--- src/rtl/dnn_batch_seq_if.sv ---
// ============================================================================
// dnn_batch_seq_if : src/dst stream handshake bundle for the batch sequencer
// Rev 1.0
// ============================================================================
`default_nettype none

interface dnn_batch_seq_if;
  logic src_valid;
  logic src_last;
  logic src_ready;
  logic dst_valid;
  logic dst_last;
  logic dst_ready;

  modport master (
    output src_valid, src_last, dst_ready,
    input  src_ready, dst_valid, dst_last
  );

  modport slave (
    input  src_valid, src_last, dst_ready,
    output src_ready, dst_valid, dst_last
  );
endinterface

`default_nettype wire

--- src/rtl/dnn_batch_seq.sv ---
// ============================================================================
// dnn_batch_seq : weight/bias router and NBANK-deep src/dst sample ring control
// Rev 1.0
// ============================================================================
`default_nettype none

module dnn_batch_seq #(
  parameter int F_NUM = 16,
  parameter int NBANK = 2,
  parameter int AW    = 12,
  parameter int PW    = 10
) (
  input  wire logic                      clk,
  input  wire logic                      rst,
  input  wire logic                      run_i,
  input  wire logic                      wwrite_i,
  input  wire logic                      bwrite_i,
  input  wire logic                      last_i,
  input  wire logic [AW-1:0]             ss_i,
  input  wire logic [AW-1:0]             ds_i,
  input  wire logic [PW-1:0]             fs_i,
  dnn_batch_seq_if.slave                 strm,
  output logic                           prm_we_o,
  output logic [$clog2(F_NUM)-1:0]       prm_v_o,
  output logic [PW-1:0]                  prm_a_o,
  output logic                           src_we_o,
  output logic [$clog2(NBANK)-1:0]       src_bank_o,
  output logic [AW-1:0]                  src_a_o,
  output logic                           s_init_o,
  input  wire logic                      s_fin_i,
  output logic [$clog2(NBANK)-1:0]       exec_bank_o,
  output logic [$clog2(NBANK)-1:0]       dst_bank_o,
  output logic [AW-1:0]                  dst_a_o,
  output logic                           done_o,
  output logic                           err_o
);
  localparam int BW = $clog2(NBANK);
  localparam int VW = $clog2(F_NUM);
  localparam logic [BW:0]   C_NB    = (BW+1)'(NBANK);
  localparam logic [BW-1:0] C_LASTB = BW'(NBANK - 1);
  localparam logic [VW-1:0] C_LASTV = VW'(F_NUM - 1);

  typedef enum logic [1:0] {M_IDLE = 2'd0, M_WGT = 2'd1, M_BIAS = 2'd2, M_RUN = 2'd3} mode_t;
  typedef enum logic [0:0] {C_IDLE = 1'b0, C_BUSY = 1'b1} cst_t;

  mode_t            mode_q;
  cst_t             cst_q;
  logic             run_p_q, ww_p_q, bw_p_q;
  logic             prm_full_q, batch_loaded_q, s_init_q, done_q, err_q;
  logic [VW-1:0]    prm_v_q;
  logic [PW-1:0]    prm_a_q;
  logic [BW-1:0]    src_bank_q, exec_bank_q, dst_bank_q;
  logic [AW-1:0]    src_a_q, dst_a_q;
  logic [BW:0]      src_occ_q, dst_occ_q, src_occ_d, dst_occ_d;
  logic [NBANK-1:0] stag_q, dtag_q;

  function automatic logic [BW-1:0] f_nxt(input logic [BW-1:0] b);
    return (b == C_LASTB) ? '0 : b + 1'b1;
  endfunction

  wire logic          w_any      = run_i | wwrite_i | bwrite_i;
  wire logic          w_start    = (run_i & ~run_p_q) | (wwrite_i & ~ww_p_q) | (bwrite_i & ~bw_p_q);
  wire logic          w_prm      = ((mode_q == M_WGT) & wwrite_i) | ((mode_q == M_BIAS) & bwrite_i);
  wire logic          w_run      = (mode_q == M_RUN) & run_i;
  wire logic [PW-1:0] w_fs       = (mode_q == M_BIAS) ? '0 : fs_i;
  wire logic          w_src_rdy  = (w_prm & ~prm_full_q) |
                                   (w_run & (src_occ_q < C_NB) & ~batch_loaded_q);
  wire logic          w_src_beat = strm.src_valid & w_src_rdy;
  wire logic          w_prm_beat = w_src_beat & w_prm;
  wire logic          w_prm_end  = w_prm_beat & (prm_v_q == C_LASTV) & (prm_a_q == w_fs);
  wire logic          w_ld_beat  = w_src_beat & w_run;
  wire logic          w_ld_end   = w_ld_beat & (src_a_q == ss_i);
  // The batch tag is captured on the first word; for one-word samples it is still on last_i.
  wire logic          w_tag_cur  = (src_a_q == '0) ? last_i : stag_q[src_bank_q];
  wire logic          w_fin      = w_run & (cst_q == C_BUSY) & s_fin_i;
  wire logic          w_dst_vld  = w_run & (dst_occ_q != '0);
  wire logic          w_dst_beat = w_dst_vld & strm.dst_ready;
  wire logic          w_dst_end  = w_dst_beat & (dst_a_q == ds_i);

  always_comb begin
    src_occ_d = src_occ_q;
    dst_occ_d = dst_occ_q;
    if (w_ld_end)  src_occ_d = src_occ_d + 1'b1;
    if (w_fin) begin
      src_occ_d = src_occ_d - 1'b1;
      dst_occ_d = dst_occ_d + 1'b1;
    end
    if (w_dst_end) dst_occ_d = dst_occ_d - 1'b1;
  end

  // Issue decisions look at next-cycle occupancy so a new s_init can follow s_fin directly.
  wire logic w_issue = (src_occ_d != '0) & (dst_occ_d < C_NB);

  always_ff @(posedge clk or posedge rst) begin
    if (rst) begin
      mode_q <= M_IDLE;  cst_q <= C_IDLE;
      run_p_q <= 1'b0;   ww_p_q <= 1'b0;   bw_p_q <= 1'b0;
      prm_full_q <= 1'b0; batch_loaded_q <= 1'b0;
      s_init_q <= 1'b0;  done_q <= 1'b0;   err_q <= 1'b0;
      prm_v_q <= '0;     prm_a_q <= '0;
      src_bank_q <= '0;  exec_bank_q <= '0; dst_bank_q <= '0;
      src_a_q <= '0;     dst_a_q <= '0;
      src_occ_q <= '0;   dst_occ_q <= '0;
      stag_q <= '0;      dtag_q <= '0;
    end else begin
      run_p_q  <= run_i;
      ww_p_q   <= wwrite_i;
      bw_p_q   <= bwrite_i;
      s_init_q <= 1'b0;
      done_q   <= 1'b0;
      if (!w_any || w_start) begin
        if (w_start) mode_q <= run_i ? M_RUN : (wwrite_i ? M_WGT : M_BIAS);
        else         mode_q <= M_IDLE;
        cst_q <= C_IDLE;
        prm_full_q <= 1'b0; batch_loaded_q <= 1'b0; err_q <= 1'b0;
        prm_v_q <= '0;     prm_a_q <= '0;
        src_bank_q <= '0;  exec_bank_q <= '0; dst_bank_q <= '0;
        src_a_q <= '0;     dst_a_q <= '0;
        src_occ_q <= '0;   dst_occ_q <= '0;
        stag_q <= '0;      dtag_q <= '0;
      end else begin
        if (w_prm_beat) begin
          if (w_prm_end) begin
            prm_full_q <= 1'b1;
            done_q     <= 1'b1;
            prm_a_q    <= '0;
            prm_v_q    <= '0;
          end else if (prm_a_q == w_fs) begin
            prm_a_q <= '0;
            prm_v_q <= prm_v_q + 1'b1;
          end else begin
            prm_a_q <= prm_a_q + 1'b1;
          end
        end

        if (w_ld_beat) begin
          if (src_a_q == '0) stag_q[src_bank_q] <= last_i;
          if (strm.src_last != (src_a_q == ss_i)) err_q <= 1'b1;
          if (w_ld_end) begin
            src_a_q    <= '0;
            src_bank_q <= f_nxt(src_bank_q);
            if (w_tag_cur) batch_loaded_q <= 1'b1;
          end else begin
            src_a_q <= src_a_q + 1'b1;
          end
        end

        case (cst_q)
          C_IDLE: begin
            if (w_run && w_issue) begin
              s_init_q <= 1'b1;
              cst_q    <= C_BUSY;
            end
          end
          C_BUSY: begin
            if (w_fin) begin
              exec_bank_q         <= f_nxt(exec_bank_q);
              dtag_q[exec_bank_q] <= stag_q[exec_bank_q];
              if (w_issue) s_init_q <= 1'b1;
              else         cst_q    <= C_IDLE;
            end
          end
          default: cst_q <= C_IDLE;
        endcase

        if (w_dst_beat) begin
          if (w_dst_end) begin
            dst_a_q    <= '0;
            dst_bank_q <= f_nxt(dst_bank_q);
            if (dtag_q[dst_bank_q]) begin
              done_q         <= 1'b1;
              batch_loaded_q <= 1'b0;
            end
          end else begin
            dst_a_q <= dst_a_q + 1'b1;
          end
        end

        src_occ_q <= src_occ_d;
        dst_occ_q <= dst_occ_d;
      end
    end
  end

  assign strm.src_ready = w_src_rdy;
  assign strm.dst_valid = w_dst_vld;
  assign strm.dst_last  = w_dst_vld & (dst_a_q == ds_i) & dtag_q[dst_bank_q];
  assign prm_we_o       = w_prm_beat;
  assign prm_v_o        = prm_v_q;
  assign prm_a_o        = prm_a_q;
  assign src_we_o       = w_ld_beat;
  assign src_bank_o     = src_bank_q;
  assign src_a_o        = src_a_q;
  assign s_init_o       = s_init_q;
  assign exec_bank_o    = exec_bank_q;
  assign dst_bank_o     = dst_bank_q;
  assign dst_a_o        = dst_a_q;
  assign done_o         = done_q;
  assign err_o          = err_q;
endmodule

`default_nettype wire

--- src/flat_wrapper.sv ---
// flat-port wrapper written by rule: the top's interface ports become plain ports
module dnn_batch_seq_flat 
#(
  parameter int F_NUM = 16,
  parameter int NBANK = 2,
  parameter int AW    = 12,
  parameter int PW    = 10
)
  (clk, rst, run_i, wwrite_i, bwrite_i, last_i, ss_i, ds_i, fs_i, prm_we_o, prm_v_o, prm_a_o, src_we_o, src_bank_o, src_a_o, s_init_o, s_fin_i, exec_bank_o, dst_bank_o, dst_a_o, done_o, err_o, strm_src_valid, strm_src_last, strm_dst_ready, strm_src_ready, strm_dst_valid, strm_dst_last);
  dnn_batch_seq_if strm_i ();
  input  wire logic clk;
  input  wire logic rst;
  input  wire logic run_i;
  input  wire logic wwrite_i;
  input  wire logic bwrite_i;
  input  wire logic last_i;
  input  wire logic [AW-1:0] ss_i;
  input  wire logic [AW-1:0] ds_i;
  input  wire logic [PW-1:0] fs_i;
  output logic prm_we_o;
  output logic [$clog2(F_NUM)-1:0] prm_v_o;
  output logic [PW-1:0] prm_a_o;
  output logic src_we_o;
  output logic [$clog2(NBANK)-1:0] src_bank_o;
  output logic [AW-1:0] src_a_o;
  output logic s_init_o;
  input  wire logic s_fin_i;
  output logic [$clog2(NBANK)-1:0] exec_bank_o;
  output logic [$clog2(NBANK)-1:0] dst_bank_o;
  output logic [AW-1:0] dst_a_o;
  output logic done_o;
  output logic err_o;
  input wire logic [$bits(strm_i.src_valid)-1:0] strm_src_valid;
  input wire logic [$bits(strm_i.src_last)-1:0] strm_src_last;
  input wire logic [$bits(strm_i.dst_ready)-1:0] strm_dst_ready;
  output wire logic [$bits(strm_i.src_ready)-1:0] strm_src_ready;
  output wire logic [$bits(strm_i.dst_valid)-1:0] strm_dst_valid;
  output wire logic [$bits(strm_i.dst_last)-1:0] strm_dst_last;
  assign strm_i.src_valid = strm_src_valid;
  assign strm_i.src_last = strm_src_last;
  assign strm_i.dst_ready = strm_dst_ready;
  assign strm_src_ready = strm_i.src_ready;
  assign strm_dst_valid = strm_i.dst_valid;
  assign strm_dst_last = strm_i.dst_last;
  dnn_batch_seq #(.F_NUM(F_NUM), .NBANK(NBANK), .AW(AW), .PW(PW)) u_core (.clk(clk), .rst(rst), .run_i(run_i), .wwrite_i(wwrite_i), .bwrite_i(bwrite_i), .last_i(last_i), .ss_i(ss_i), .ds_i(ds_i), .fs_i(fs_i), .strm(strm_i), .prm_we_o(prm_we_o), .prm_v_o(prm_v_o), .prm_a_o(prm_a_o), .src_we_o(src_we_o), .src_bank_o(src_bank_o), .src_a_o(src_a_o), .s_init_o(s_init_o), .s_fin_i(s_fin_i), .exec_bank_o(exec_bank_o), .dst_bank_o(dst_bank_o), .dst_a_o(dst_a_o), .done_o(done_o), .err_o(err_o));
endmodule
--- config.mk ---
export PLATFORM = sky130hd
export DESIGN_NAME = dnn_batch_seq_flat
export DESIGN_NICKNAME = d
export VERILOG_FILES = /design/src/rtl/dnn_batch_seq_if.sv /design/src/rtl/dnn_batch_seq.sv /design/src/flat_wrapper.sv
export SDC_FILE = /design/constraint.sdc
export NUM_CORES = 1
export LEC_CHECK = 0
export ABC_AREA = 1
export ABC_CLOCK_PERIOD_IN_PS = 4700
export CAP_MARGIN = 20
export CORE_MARGIN = 4
export CORE_UTILIZATION = 25
export CTS_CLUSTER_SIZE = 10
export DETAILED_ROUTE_END_ITERATION = 16
export PLACE_DENSITY = 0.5
export SETUP_SLACK_MARGIN = 0.5
export SYNTH_ARGS = -nofsm -noshare
export SYNTH_HDL_FRONTEND = slang
export SYNTH_SLANG_ARGS = --single-unit
--- constraint.sdc ---
create_clock -name clk -period 4.7 [get_ports clk]
set_input_delay 1.175 -clock clk [delete_from_list [all_inputs] [get_ports clk]]
set_output_delay 1.175 -clock clk [all_outputs]
set_load 0.02 [all_outputs]
==> results.cfg <==
[clocking]
clkTransAtPathRegs_ps = 50
post_cts_buffers = 0
ctsHoldBuffers = 0
root_buffer = clkbuf_16
cts_tree = built
clk_latency_ps = 330
clock_path_buffers = 2
cts_buffers = 9
htree_levels = 3
clkSinkCount = 60
cts.repair.resized = 3

[drt]
met2RoutedLength_mm = 4.985
drcViolationCount = 0
drtIter0Drc = 185
vias = 3614
wl_met1_mm = 5.023
wl_per_cell_um = 13.63
wl_mm = 10.74
via_per_inst = 4.586
first_pass_iters = 4
postRouteAntennaNets = 0
dr_wl_met3_um = 534
highest_layer = met4

[place]
numPortBuffers = 92
place_hpwl_mm = 8.260
place.gp.congestion = 0.8359
pre_cts_ws_ps = 374.3

[worst_setup_path]
startpoint_type = input port
cp_max_fo = 6
worstPathRequired_ps = 3520
crit_arrival_ps = 2920
crit_path_end_kind = output port
path_class = in -> out

[power_and_ir_drop]
p_int_uw = 1028
power_frac_seq = 0.388
leakage_uw = 0.002214
switching_share = 0.2645
comb_power_share = 0.149
powerDensity_mw_per_mm2 = 268.9
power.switching_uw = 369.7
pwr-share-clk = 0.463
peakVddDrop_uv = 130.6

[worst_hold_path]
holdCritPathClass = reg -> reg

[timing]
tightest_slew_ps = 928.8
slew_headroom = 0.3799
fmax_ghz = 0.2439
fin_crit_sh = 0.8723
rsz0062_at_grt = false
setup_slack_ps = 600.4
tns_ps = 0
finalSetupViolCount = 0
min_period_ps = 4100
slew_viol_final = 0
hold_viol = 0
fin_skew_ps = 9.024

[grt]
grt-ovfl-total = 0
grt_pass1_wl_mm = 17.39
grt_max_degree = 43
first_global_vias = 3454
grt_use_total = 0.1291
antenna_found_initial = 0

[synth]
synth-edff-count = 0
synth_compound_area_frac = 0.1108
synth_top_family_by_area = simple AND/OR/NAND/NOR gates
seq_area_frac_synth = 0.4005
synth_mux_area_frac = 0
async_flop_share = 1.000
synthFlopType = dfrtp_1
ys_types = 43
synth.avg_cell_area_um2 = 7.542
synth-simple-area-share = 0.2907
syn_inst = 497
netlist_area_mm2 = 0.003749
yosys_warnings = 0
synth_fp_nets = 547
synth-xor-area-share = 0.09112
synth_adder_area_share = 0.02003
synth-seq-cells = 60

[status]
outcome = finished, final reports clean

[finish]
drive_above_1_share = 0.08775
synthToLayoutAreaGrowth_pct = 38.65
layout_common_cells = nand2_1 (120), clkdlybuf4s50_1 (89), inv_1 (71)
num_antenna_cells = 0
fill_cells = 1506
final_util = 0.3563
final_nets = 649
final_common_cell = nand2_1

[floorplanning]
die_w_um = 130.5
die_area_mm2 = 0.01702
io_pins = 93
start_util = 0.2569
core_mm2 = 0.01459
die_h_um = 130.5
num_rows = 44

[run]
maxCapViolCount = 0
==> state kept, by name (all words and copies together), names as in the netlist, 2 cells and up <==
| signal | count |
|---|---|
| u_core.dst_a_o | 12 |
| u_core.src_a_o | 12 |
| u_core.dst_occ_q | 2 |
| u_core.stag_q | 2 |
| u_core.mode_q | 2 |
| u_core.prm_v_o | 4 |
| u_core.prm_a_o | 10 |
| u_core.src_occ_q | 2 |
| u_core.dtag_q | 2 |
==> per-layer routing <==
layer,GRT usage,vias up
met5,0,-
met4,0.05203,0
met3,0.02805,16
met2,0.2034,85
met1,0.1729,1706
li1,-,1807
==> cells in the mapped netlist, types with 5 or more instances <==
cell type / number / area (um^2)
inv_2: 10 / 37.54
nand3_1: 23 / 115.1
ha_1: 6 / 75.07
xor2_1: 22 / 192.7
nor3_1: 15 / 75.07
o22ai_1: 5 / 31.28
nand2_1: 120 / 450.4
nand4_1: 12 / 75.07
inv_1: 72 / 270.3
o21ai_0: 21 / 105.1
a21oi_1: 24 / 120.1
xnor2_1: 17 / 148.9
dfrtp_1: 60 / 1501
o21ai_1: 7 / 35.03
nor2_1: 39 / 146.4
==> worst max-delay path, cell delays in order <==
cell and delay, ps:
clkdlybuf4s50_1 580, nand3_2 200, inv_2 130, nand2_1 70
nand2_2 120, clkdlybuf4s50_1 640
==> logic make-up after synthesis <==
kind of cell,Yosys count
xor+xnor,39
buf+inv,86
compound gates,71
simple gates,235
fa+ha+maj,6
flops,60
==> power by group through the flow <==
stage | Sequential [uW] | Clock [uW] | Combinational (uW)
floorplan | 558 | 0 | 107
global placement | 551 | 0 | 209
detailed placement | 552 | 0 | 212
CTS | 543 | 666 | 212
global route | 544 | 688 | 233
finish | 542 | 648 | 208
==> area by class of cell <==
type | instances | area [um^2] | area share
multi-input cells | 351 | 1922 | 0.3698
flip-flops and latches | 60 | 1501 | 0.2889
repair buffers | 94 | 932.1 | 0.1793
inverters | 83 | 312.8 | 0.06018
clock buffers | 13 | 280.3 | 0.05392
well taps | 184 | 230.2 | 0.04429
clock inverters | 3 | 18.77 | 0.003611
==> path summary, 6_finish.rpt <==
check / from / endpoint / slack [ps] / cells after the start
max: run_i / strm_src_ready / 600 / 6
min: u_core.dtag_q[0] / u_core.dtag_q[0] / 500 / 1
max reg2reg: u_core.mode_q[0] / u_core.prm_v_o[0] / 2600 / 12
min reg2reg: u_core.dtag_q[0] / u_core.dtag_q[0] / 500 / 1
max in group asynchronous: rst / u_core.stag_q[1] / 2510 / 3
min in group asynchronous: rst / u_core.prm_a_o[1] / 1390 / 2
==> stage by stage <==
step / cells / area [um^2] / power [uW] / hold WS [ps]
global route: 788 / 5197 / 1465 / 541.7
CTS: 788 / 5197 / 1421 / 507.5
detailed placement: 772 / 4902 / 763.6 / 488.6
floorplan: 497 / 3749 / 665.5 / 457.9
global placement: 772 / 4902 / 760.0 / 496.0
finish: 788 / 5197 / 1398 / 500.6
Note: power is estimated with default switching activity, not from simulation.
